==> src/rtl/minimax_rf_dbg.sv <==
// Debug access port for the minimax register file: halts the core, then reads or
// writes registers through the RF override mux and streams read data back to the host.
module minimax_rf_dbg #(
  parameter int HALT_TIMEOUT = 255
) (
  input  logic        clk,
  input  logic        reset,
  input  logic        cmd_valid,
  output logic        cmd_ready,
  input  logic        cmd_write,
  input  logic [4:0]  cmd_addr,
  input  logic [4:0]  cmd_len,
  input  logic [31:0] cmd_wdata,
  output logic        rsp_valid,
  input  logic        rsp_ready,
  output logic [31:0] rsp_data,
  output logic        rsp_last,
  output logic        rsp_err,
  input  logic        hold,
  output logic        halt_req,
  input  logic        halt_ack,
  output logic        rf_sel,
  output logic [4:0]  rf_addr,
  output logic [31:0] rf_wdata,
  output logic        rf_we,
  input  logic [31:0] rf_rdata
);

  typedef enum logic [2:0] {
    S_IDLE,
    S_HALT,
    S_ACCESS,
    S_RESP,
    S_RELEASE
  } state_t;

  localparam logic [7:0] TIMEOUT = 8'(HALT_TIMEOUT);

  state_t      state, state_d;
  logic [4:0]  cur_addr, cur_addr_d;
  logic [4:0]  remaining, remaining_d;
  logic        wr, wr_d;
  logic [31:0] wdata, wdata_d;
  logic [7:0]  tcnt, tcnt_d, tcnt_inc;
  logic        halt_req_d;
  logic [31:0] rsp_data_d;
  logic        rsp_last_d;
  logic        rsp_err_d;

  // Both channels transfer a word on a rising edge where valid and ready are both
  // high; the producer holds valid and its payload stable until that edge.
  assign cmd_ready = (state == S_IDLE) && !reset;
  assign rsp_valid = (state == S_RESP);

  // The RF override port is only ever live during the single ACCESS cycle.
  assign rf_sel   = (state == S_ACCESS);
  assign rf_we    = rf_sel && wr;
  assign rf_addr  = rf_sel ? cur_addr : 5'd0;
  assign rf_wdata = rf_sel ? wdata : 32'd0;

  always_comb begin
    state_d     = state;
    cur_addr_d  = cur_addr;
    remaining_d = remaining;
    wr_d        = wr;
    wdata_d     = wdata;
    tcnt_d      = tcnt;
    tcnt_inc    = tcnt + 8'd1;
    halt_req_d  = halt_req;
    rsp_data_d  = rsp_data;
    rsp_last_d  = rsp_last;
    rsp_err_d   = rsp_err;

    case (state)
      S_IDLE: begin
        if (cmd_valid && cmd_ready) begin
          wr_d        = cmd_write;
          cur_addr_d  = cmd_addr;
          remaining_d = cmd_write ? 5'd0 : cmd_len;
          wdata_d     = cmd_wdata;
          halt_req_d  = 1'b1;
          tcnt_d      = 8'd0;
          state_d     = halt_ack ? S_ACCESS : S_HALT;
        end else if (!hold && halt_req) begin
          halt_req_d = 1'b0;
          state_d    = S_RELEASE;
        end
      end

      S_HALT: begin
        if (halt_ack) begin
          tcnt_d  = 8'd0;
          state_d = S_ACCESS;
        end else if (tcnt_inc == TIMEOUT) begin
          tcnt_d     = 8'd0;
          rsp_err_d  = 1'b1;
          rsp_last_d = 1'b1;
          rsp_data_d = 32'd0;
          state_d    = S_RESP;
        end else begin
          tcnt_d = tcnt_inc;
        end
      end

      S_ACCESS: begin
        rsp_data_d = wr ? 32'd0 : rf_rdata;
        rsp_last_d = wr || (remaining == 5'd0);
        rsp_err_d  = 1'b0;
        state_d    = S_RESP;
      end

      S_RESP: begin
        if (rsp_ready) begin
          if (!wr && !rsp_err && (remaining != 5'd0)) begin
            remaining_d = remaining - 5'd1;
            cur_addr_d  = cur_addr + 5'd1;
            state_d     = S_ACCESS;
          end else begin
            rsp_err_d  = 1'b0;
            rsp_last_d = 1'b0;
            rsp_data_d = 32'd0;
            // An error means the core never halted, so never park it held.
            if (hold && !rsp_err) begin
              state_d = S_IDLE;
            end else begin
              halt_req_d = 1'b0;
              state_d    = S_RELEASE;
            end
          end
        end
      end

      S_RELEASE: begin
        if (!halt_ack) state_d = S_IDLE;
      end

      default: state_d = S_IDLE;
    endcase
  end

  always_ff @(posedge clk) begin
    if (reset) begin
      state     <= S_IDLE;
      cur_addr  <= 5'd0;
      remaining <= 5'd0;
      wr        <= 1'b0;
      wdata     <= 32'd0;
      tcnt      <= 8'd0;
      halt_req  <= 1'b0;
      rsp_data  <= 32'd0;
      rsp_last  <= 1'b0;
      rsp_err   <= 1'b0;
    end else begin
      state     <= state_d;
      cur_addr  <= cur_addr_d;
      remaining <= remaining_d;
      wr        <= wr_d;
      wdata     <= wdata_d;
      tcnt      <= tcnt_d;
      halt_req  <= halt_req_d;
      rsp_data  <= rsp_data_d;
      rsp_last  <= rsp_last_d;
      rsp_err   <= rsp_err_d;
    end
  end

endmodule
==> config.mk <==
export PLATFORM = sky130hd
export DESIGN_NAME = minimax_rf_dbg
export DESIGN_NICKNAME = d
export VERILOG_FILES = /design/src/rtl/minimax_rf_dbg.sv
export SDC_FILE = /design/constraint.sdc
export NUM_CORES = 1
export LEC_CHECK = 0
export BUFFER_PORTS_ARGS = -buffer_cell sky130_fd_sc_hd__clkbuf_2
export CAP_MARGIN = 20
export CORE_ASPECT_RATIO = 1.1
export CORE_UTILIZATION = 49
export CTS_CLUSTER_SIZE = 8
export DETAILED_ROUTE_END_ITERATION = 12
export PLACE_DENSITY_LB_ADDON = 0.3
export SYNTH_ARGS = -nofsm -noshare
export SYNTH_HDL_FRONTEND = slang
export SYNTH_SLANG_ARGS = --single-unit
export TNS_END_PERCENT = 20
==> constraint.sdc <==
create_clock -name clk -period 2.42 [get_ports clk]
set_input_delay 0 -clock clk [delete_from_list [all_inputs] [get_ports clk]]
set_output_delay 0 -clock clk [all_outputs]
set_load 0.02 [all_outputs]
## Word-level counts from Yosys, hierarchy flattened

Index checks and enable logic that the tools add are counted.

- Add/sub/neg operators: 3
- Equality and inequality tests: 15
- Multiplexer cells: 43
- Reductions and logical operators: 24

Operators by type and width:

| cell | count |
|---|---|
| $mux W32 | 6 |
| $pmux W32 S3 | 1 |
| $mux W5 | 8 |
| $mux W3 | 8 |
| $mux W8 | 3 |
| $pmux W5 S2 | 2 |
| $pmux W8 S2 | 1 |
| $pmux W3 S5 | 1 |
| $ne A2 B2 Y1 const B | 5 |
| $reduce_and A5 Y1 | 2 |
| $mux W1 | 9 |
| $add A8 B1 Y8 const B | 1 |
| $eq A8 B8 Y1 const B | 1 |
| $reduce_and A4 Y1 | 2 |
| $logic_and A1 B1 Y1 | 7 |
| $eq A3 B2 Y1 const B | 2 |
| $ne A2 B1 Y1 const B | 3 |
| $pmux W1 S3 | 2 |
| $add A5 B1 Y5 const B | 1 |
| $logic_not A5 Y1 | 1 |
| $reduce_bool A5 Y1 | 1 |
| $sub A5 B1 Y5 const B | 1 |
| $logic_not A1 Y1 | 4 |
| $reduce_and A2 Y1 | 2 |
| 10 further kinds | 11 |

- Flip-flop bits (word level): 89
- Input port bits: 81
- Output and inout bits: 76
- Logic and storage cells: 95

## Logic depth before layout (Yosys ltp)

Gate-level depths: netlist of the first run.

- Depth in word-level cells: 6
- Depth in mapped cells: 8
- Gate-level depth less buffers: 7

## Worst setup path after synthesis of the first run

OpenSTA, ideal clock, no wires.

- Kind: register -> register
- From: register tcnt[0]
- To: register tcnt[0]
- Library setup time: 121 ps
- Data arrival time: 1885 ps
- Required time: 2299 ps
- Slack: 415 ps
- Cell stages (with the launch flop): 8
- Buffers on the path: 1
- Period minus slack after synthesis: 2005 ps
- Path through: dfxtp_1 ha_1 and3_1 mux2_2 a221oi_2 buf_4 nor2_2 mux2_2

- Word-level cells in the longest chain between the ends: 5

RTL lines:

| element | line | RTL |
|---|---|---|
| start, declared | 44 | `logic [7:0] tcnt, tcnt_d, tcnt_inc;` |
| start signal, assigned | 159 | `tcnt <= tcnt_d;` |
| $add A8 B1 Y8 (*) | 68 | `tcnt_inc = tcnt + 8'd1;` |
| $eq A8 B8 Y1 | 94 | `end else if (tcnt_inc == TIMEOUT) begin` |
| $mux W8 (*) | 94 |  |
| $mux W8 (*) | 91 | `if (halt_ack) begin` |
| $pmux W8 S2 (*) | 74 | `case (state)` |

Every way passes the cells marked *; elsewhere a longest branch is shown, timed or not.
A chain may end at the register's enable or synchronous reset.

## Worst setup path after layout of the first run

- From: register tcnt[1]
- To: register rsp_data[20]

- Word-level cells in the longest chain between the ends: 4

RTL lines:

| element | line | RTL |
|---|---|---|
| $add A8 B1 Y8 | 68 |  |
| $eq A8 B8 Y1 | 94 |  |
| $ne A2 B2 Y1 (no source line) | -- |  |
| $reduce_and A5 Y1 (no source line) | -- |  |
| end signal, assigned | 161 | `rsp_data <= rsp_data_d;` |
| end, declared | 16 | `output logic [31:0] rsp_data,` |

No other way between the ends.

==> impl_metrics.env, run 1 <==
export IMPL_status="finished, final reports clean"
export IMPL_grt_pass1_wl_um=18440
export IMPL_die_w_um=88.16
export IMPL_drive_gt1_frac=0.3016
export IMPL_yosys_area_share_simple=0.2630
export IMPL_place_gp_congestion=0.8655
export IMPL_port_buffer_count=156
export IMPL_worst_r2r_setup_slack_ns=0.10
export IMPL_hp_start="cmd_len[4]"
export IMPL_cp_end_kind="flop"
export IMPL_synthMuxAreaShare=0.005629
export IMPL_antenna_left=0
export IMPL_final_common_cell="clkbuf_2"
export IMPL_crit_cells=8
export IMPL_viasPerCell=5.170
export IMPL_synth_nets=543
export IMPL_critPathMaxStageDelay_ns=0.44
export IMPL_hold_slack_ns=0.01684
export IMPL_cts_buffers=9
export IMPL_synthAdderAreaFrac=0.01563
export IMPL_worst_pin_slew_ns=0.6024
export IMPL_ys_ff_latch=89
export IMPL_start_util=0.5057
export IMPL_synth_compound_area_frac=0.2189
export IMPL_maxCapViolations=0
export IMPL_routed_wl_um=11390
export IMPL_wl_per_cell_um=14.22
export IMPL_ys_flop_type="dfxtp_1"
export IMPL_rr_worst_depth=8
export IMPL_clock_sinks=89
export IMPL_yosys_area_top_type="dfxtp_1"
export IMPL_area_growth_pct=47.37
export IMPL_root_buffer="clkbuf_8"
export IMPL_critPathRequiredTime_ns=2.66
export IMPL_critPathBufInv=2
export IMPL_cts_tree="built"
export IMPL_synth_distinct_cells=50
export IMPL_die_area_um2=8532
export IMPL_avgSynthCellArea_um2=8.756
export IMPL_grt_usage=0.2711
export IMPL_power_density_nw_per_um2=566.8
export IMPL_max_slew_margin=0.5957
export IMPL_p_leak_nw=2.652
export IMPL_cp_top_family="compound AO/OA/AOI/OAI gates"
export IMPL_core_um2=7913
export IMPL_critPathSlowestCell="dfxtp_1"
export IMPL_synth_xor_area_frac=0.008755
export IMPL_drv_slew=0
export IMPL_grt_overflow=0
export IMPL_num_antenna_cells=0
export IMPL_yosysSeqAreaShare=0.4453
export IMPL_vias=4141
export IMPL_pre_cts_ws_ns=0.1038
export IMPL_crit_type="reg2reg"
export IMPL_synth_top_area_frac=0.4453
export IMPL_setup_violations=0
export IMPL_synthesis_area_um2=4001
export IMPL_rsz0062_at_grt="false"
export IMPL_layout_nets=774
export IMPL_cp_startpoint="tcnt[1]$_SDFFE_PP0P_"
export IMPL_worst_slack_ns=0.1004
export IMPL_cp_start_kind="flop"
export IMPL_post_route_period_util=0.9585
export IMPL_crit_fanout=21
export IMPL_antenna_found_initial=0
export IMPL_first_global_vias=3982
export IMPL_synthArstFlopShare=0
export IMPL_synth_top_family_by_area="simple AND/OR/NAND/NOR gates"
export IMPL_fmax_mhz=431.1
export IMPL_peakVddDrop_mv=0.3461
export IMPL_yosysWarnings=0
export IMPL_clock_path_buffers=2
export IMPL_final_min_clock_period_ns=2.320
export IMPL_final_cell_mix="156 x clkbuf_2, 88 x dfxtp_1, 73 x dlygate4sd3_1"
export IMPL_reg2reg_to="rsp_data[20]$_SDFFE_PP0P_"
export IMPL_synthTopCellsByArea="dfxtp_1 45%, a22o_1 7.7%, nand2b_1 6.1%, and2_1 5.9%, o21ai_0 5.9%"
export IMPL_crit_arrival_ns=2.56
export IMPL_drtIter0Drc=228
export IMPL_synth_edf_count=0
export IMPL_synth_cells=457
export IMPL_worst_clock_skew_ns=0.01129
export IMPL_drc=0
export IMPL_clkTransAtPathRegs_ns=0.09
export IMPL_grt_max_degree=49
export IMPL_io_pins=157
export IMPL_min_path_type="in2reg"
export IMPL_dieHeight_um=96.78
export IMPL_clock_latency_ns=0.36
export IMPL_firstDrtPassIters=4
export IMPL_cp_endpoint="rsp_data[20]$_SDFFE_PP0P_"
export IMPL_fillers=550
export IMPL_finalHoldViolations=0
export IMPL_dp_hpwl_um=6916
export IMPL_std_cell_rows=34
export IMPL_path_cells="ha_2 > and3_1 > mux2_2 > a221oi_4 > a211oi_4 > buf_12 > buf_8 > a22o_1"
export IMPL_r2r_start="tcnt[1]$_SDFFE_PP0P_"
export IMPL_htreeDepth=3
power breakdown:
group	internal, mW	switching (mW)	leakage (nW)
clock	0.386	0.542	0.0839
combinational	0.349	0.405	1.84
sequential	1.58	0.0777	0.727
total	2.32	1.02	2.65
state kept, by name, indices dropped and copies added (netlist names):
signal	count
wdata	32
state	3
cur_addr	5
rsp_last	1
rsp_err	1
remaining	5
rsp_data	32
halt_req	1
wr	1
tcnt	8
worst reg2reg max path, stage by stage (launching register included):
cell and delay (ns):
dfxtp_1 0.44, ha_2 0.26, and3_1 0.25, mux2_2 0.38, a221oi_4 0.25, a211oi_4 0.11
buf_12 0.16, buf_8 0.15, a22o_1 0.20
cells by family (layout without fill, tap and decap cells):
| group | after synthesis | after routing |
|---|---|---|
| XOR/XNOR | 4 | 4 |
| adder cells (fa/ha/maj) | 5 | 5 |
| flip-flops | 89 | 89 |
| AO/OA/AOI/OAI | 128 | 128 |
| multiplexers | 2 | 2 |
| buffers and inverters | 37 | 273 |
| AND/OR/NAND/NOR | 192 | 192 |
cell usage after synthesis (2+ instances only):
master,number
and2_1,38
nor2b_1,3
mux2_2,2
nand4_1,2
buf_6,3
a21oi_1,16
nor2_1,19
nor3_1,4
a31oi_1,2
clkbuf_1,20
nor4_1,2
nand2_1,51
dfxtp_1,89
o31ai_1,5
or3_1,8
a22o_1,35
nand2b_1,39
xnor2_1,4
and3_1,3
nor4b_1,2
a211oi_2,3
o21bai_1,2
ha_1,5
nand3_1,7
a211oi_1,3
nand4b_1,2
nor3b_1,3
a21o_1,3
o21ai_0,47
nand3b_1,4
inv_1,7
nor4b_2,2
buf_2,5
worst min-delay path by stage:
| stage | slack, ns | end | cells past startpoint |
|---|---|---|---|
| 2_1_floorplan | 0.11 | wdata[0]$_SDFFE_PP0P_ | 2 |
| 3_3_place_gp | 0.20 | wdata[28]$_SDFFE_PP0P_ | 3 |
| 3_5_place_dp | 0.20 | wdata[3]$_SDFFE_PP0P_ | 3 |
| 4_1_cts | 0.005 | remaining[4]$_SDFFE_PP0P_ | 5 |
| 5_1_grt | 0.04 | remaining[4]$_SDFFE_PP0P_ | 5 |
| 6_report | 0.02 | remaining[4]$_SDFFE_PP0P_ | 5 |
per-layer routing:
metal / share of wire / track usage / routed length [µm]
met1: 0.41 / 0.3170 / 4710
met2: 0.51 / 0.4704 / 5820
met4: 0.027 / 0.1303 / 309
met3: 0.049 / 0.04437 / 554
met5: 0 / 0 / 0
metrics by stage:
stage | cell area (µm²) | TNS [ns] | util | cells | power [mW]
2_1_floorplan | 4001 | 0 | - | 457 | 2.077
3_3_place_gp | 4931 | -3.542 | 0.6232 | 709 | 2.301
3_5_place_dp | 4946 | 0 | 0.6251 | 710 | 2.325
4_1_cts | 5854 | 0 | 0.7399 | 799 | 3.343
5_1_grt | 5897 | 0 | 0.7453 | 801 | 3.521
6_report | 5897 | 0 | 0.7453 | 801 | 3.343
area by class of cell:
type / count / area, µm² / share of cell area
multi-input cells: 331 / 2086 / 0.3537
flip-flops and latches: 89 / 1783 / 0.3024
repair buffers: 250 / 1689 / 0.2864
well taps: 108 / 135.1 / 0.02292
clock buffers: 10 / 127.6 / 0.02164
clock inverters: 6 / 50.05 / 0.008487
inverters: 7 / 26.28 / 0.004456
repair_timing:
| item | in CTS | in global routing |
|---|---|---|
| hold buffers | 73 | 0 |
| hold endpoints to repair | 74 | 0 |
| endpoints found under the setup margin | 0 | 22 |
| setup buffers | 0 | 2 |
| resized for setup | 0 | 3 |
Note: power is estimated with default switching activity, not from simulation.
==> run 2: changes to the inputs <==
PLACE_DENSITY_LB_ADDON = 0.25   (was 0.3)
==> run 2 against run 1 <==
  * Maximum frequency increased by 2.7%
  * Core utilization down 0.70 points
  * Sequential power barely moved
  * Cell count down 0.75%
==> impl_metrics.env, run 2 (synthesis results as in run 1) <==
export IMPL_worst_clock_skew_ns=0.01172
export IMPL_multi_input_area_um2=2072
export IMPL_std_cell_rows=34
export IMPL_num_antenna_cells=0
export IMPL_maxCapViolations=0
export IMPL_cp_start_kind="flop"
export IMPL_root_buffer="clkbuf_8"
export IMPL_crit_type="reg2reg"
export IMPL_dp_hpwl_um=7068
export IMPL_port_buffer_count=156
export IMPL_htreeDepth=3
export IMPL_crit_fanout=10
export IMPL_setup_violations=0
export IMPL_clkTransAtPathRegs_ns=0.09
export IMPL_firstDrtPassIters=4
export IMPL_crit_arrival_ns=2.49
export IMPL_drive_gt1_frac=0.2926
export IMPL_final_common_cell="clkbuf_2"
export IMPL_cts_tree="built"
export IMPL_dpl_instance_area_um2=4926
export IMPL_antenna_left=0
export IMPL_clock_latency_ns=0.35
export IMPL_viasPerCell=5.240
export IMPL_drtIter0Drc=167
export IMPL_final_min_clock_period_ns=2.259
export IMPL_max_slew_margin=0.6732
export IMPL_grt_pass1_wl_um=18270
export IMPL_postCtsResizedCells=0
export IMPL_tns_ns=0
export IMPL_finalHoldViolations=0
export IMPL_design_area_um2=5842
export IMPL_final_cell_mix="156 x clkbuf_2, 89 x dfxtp_1, 73 x dlygate4sd3_1"
export IMPL_worst_pin_slew_ns=0.4879
export IMPL_final_util=0.7383
export IMPL_area_growth_pct=46.00
export IMPL_critPathRequiredTime_ns=2.65
export IMPL_io_pins=157
export IMPL_peakVddDrop_mv=0.4535
export IMPL_cts_buffers=9
export IMPL_grt_max_degree=66
export IMPL_core_um2=7913
export IMPL_routed_wl_um=11160
export IMPL_hold_slack_ns=0.02733
export IMPL_die_w_um=88.16
export IMPL_post_route_period_util=0.9336
export IMPL_dieHeight_um=96.78
export IMPL_start_util=0.5057
export IMPL_layout_nets=768
export IMPL_fillers=598
export IMPL_clock_path_buffers=2
export IMPL_vias=4166
export IMPL_biggestRegsByFlops="rsp_data: 32 flops, wdata: 32 flops, tcnt: 8 flops"
export IMPL_cp_end_kind="flop"
export IMPL_power_density_nw_per_um2=567.5
export IMPL_wl_per_cell_um=14.04
export IMPL_die_area_um2=8532
export IMPL_drc=0
export IMPL_grt_usage=0.2658
export IMPL_min_path_type="in2reg"
export IMPL_rsz0062_at_grt="false"
export IMPL_clock_sinks=89
export IMPL_p_leak_nw=2.607
export IMPL_first_global_vias=4076
export IMPL_antenna_found_initial=0
export IMPL_status="finished, final reports clean"
export IMPL_drv_slew=0
export IMPL_place_gp_congestion=0.8186
export IMPL_grt_overflow=0
export IMPL_regArea_um2=1782
export IMPL_fmax_mhz=442.6
==> run 2: final timing paths <==
path / cells after the start / slack [ns] / end / start
max: 7 / 0.16 / tcnt[0]$_SDFFE_PP0P_ / tcnt[0]$_SDFFE_PP0P_
min: 5 / 0.03 / remaining[4]$_SDFFE_PP0P_ / cmd_len[4]
max reg2reg: 7 / 0.16 / tcnt[0]$_SDFFE_PP0P_ / tcnt[0]$_SDFFE_PP0P_
min reg2reg: 2 / 0.47 / wdata[26]$_SDFFE_PP0P_ / wdata[26]$_SDFFE_PP0P_
==> run 2: repair_timing <==
item,CTS,global route
setup endpoints to repair,0,12
setup buffers,0,1
hold buffers,73,0
endpoints found under the hold margin,74,0
==> run 2: worst max-delay path, stage by stage, from the launching register on <==
cell and delay (ns):
dfxtp_1 0.44, ha_1 0.27, and3_1 0.24, mux2_2 0.37, a221oi_2 0.28, buf_4 0.24, nor2_2 0.07, mux2_2 0.25
==> run 2: metrics by stage <==
step | setup slack [ns] | cells | total power, mW
floorplan | 0.4146 | 457 | 2.077
global placement | 0.2432 | 705 | 2.306
detailed placement | 0.1667 | 705 | 2.324
CTS | 0.1427 | 794 | 3.333
global route | 0.006121 | 795 | 3.493
finish | 0.1606 | 795 | 3.315
==> run 2: layout make-up <==
| cell class | count | area share |
|---|---|---|
| Clock buffer | 10 | 0.02185 |
| Inverter | 7 | 0.004498 |
| Clock inverter | 6 | 0.008567 |
| Timing Repair Buffer | 244 | 0.2823 |
| Multi-Input combinational cell | 331 | 0.3547 |
| Tap cell | 108 | 0.02313 |
| Sequential cell | 89 | 0.3050 |
==> run 2: layer usage <==
layer	track usage	share of wire	up-vias
met2	0.4556	0.50	154
met1	0.3121	0.41	1932
met4	0.1216	0.032	0
met3	0.05375	0.054	35
li1	-	-	2045
met5	0	0	-
==> run 2: where the power goes <==
| part | switching, mW | internal (mW) | leakage (nW) |
|---|---|---|---|
| combinational | 0.404 | 0.340 | 1.80 |
| clock | 0.532 | 0.384 | 0.0835 |
| sequential | 0.0727 | 1.58 | 0.727 |
| total | 1.01 | 2.31 | 2.61 |
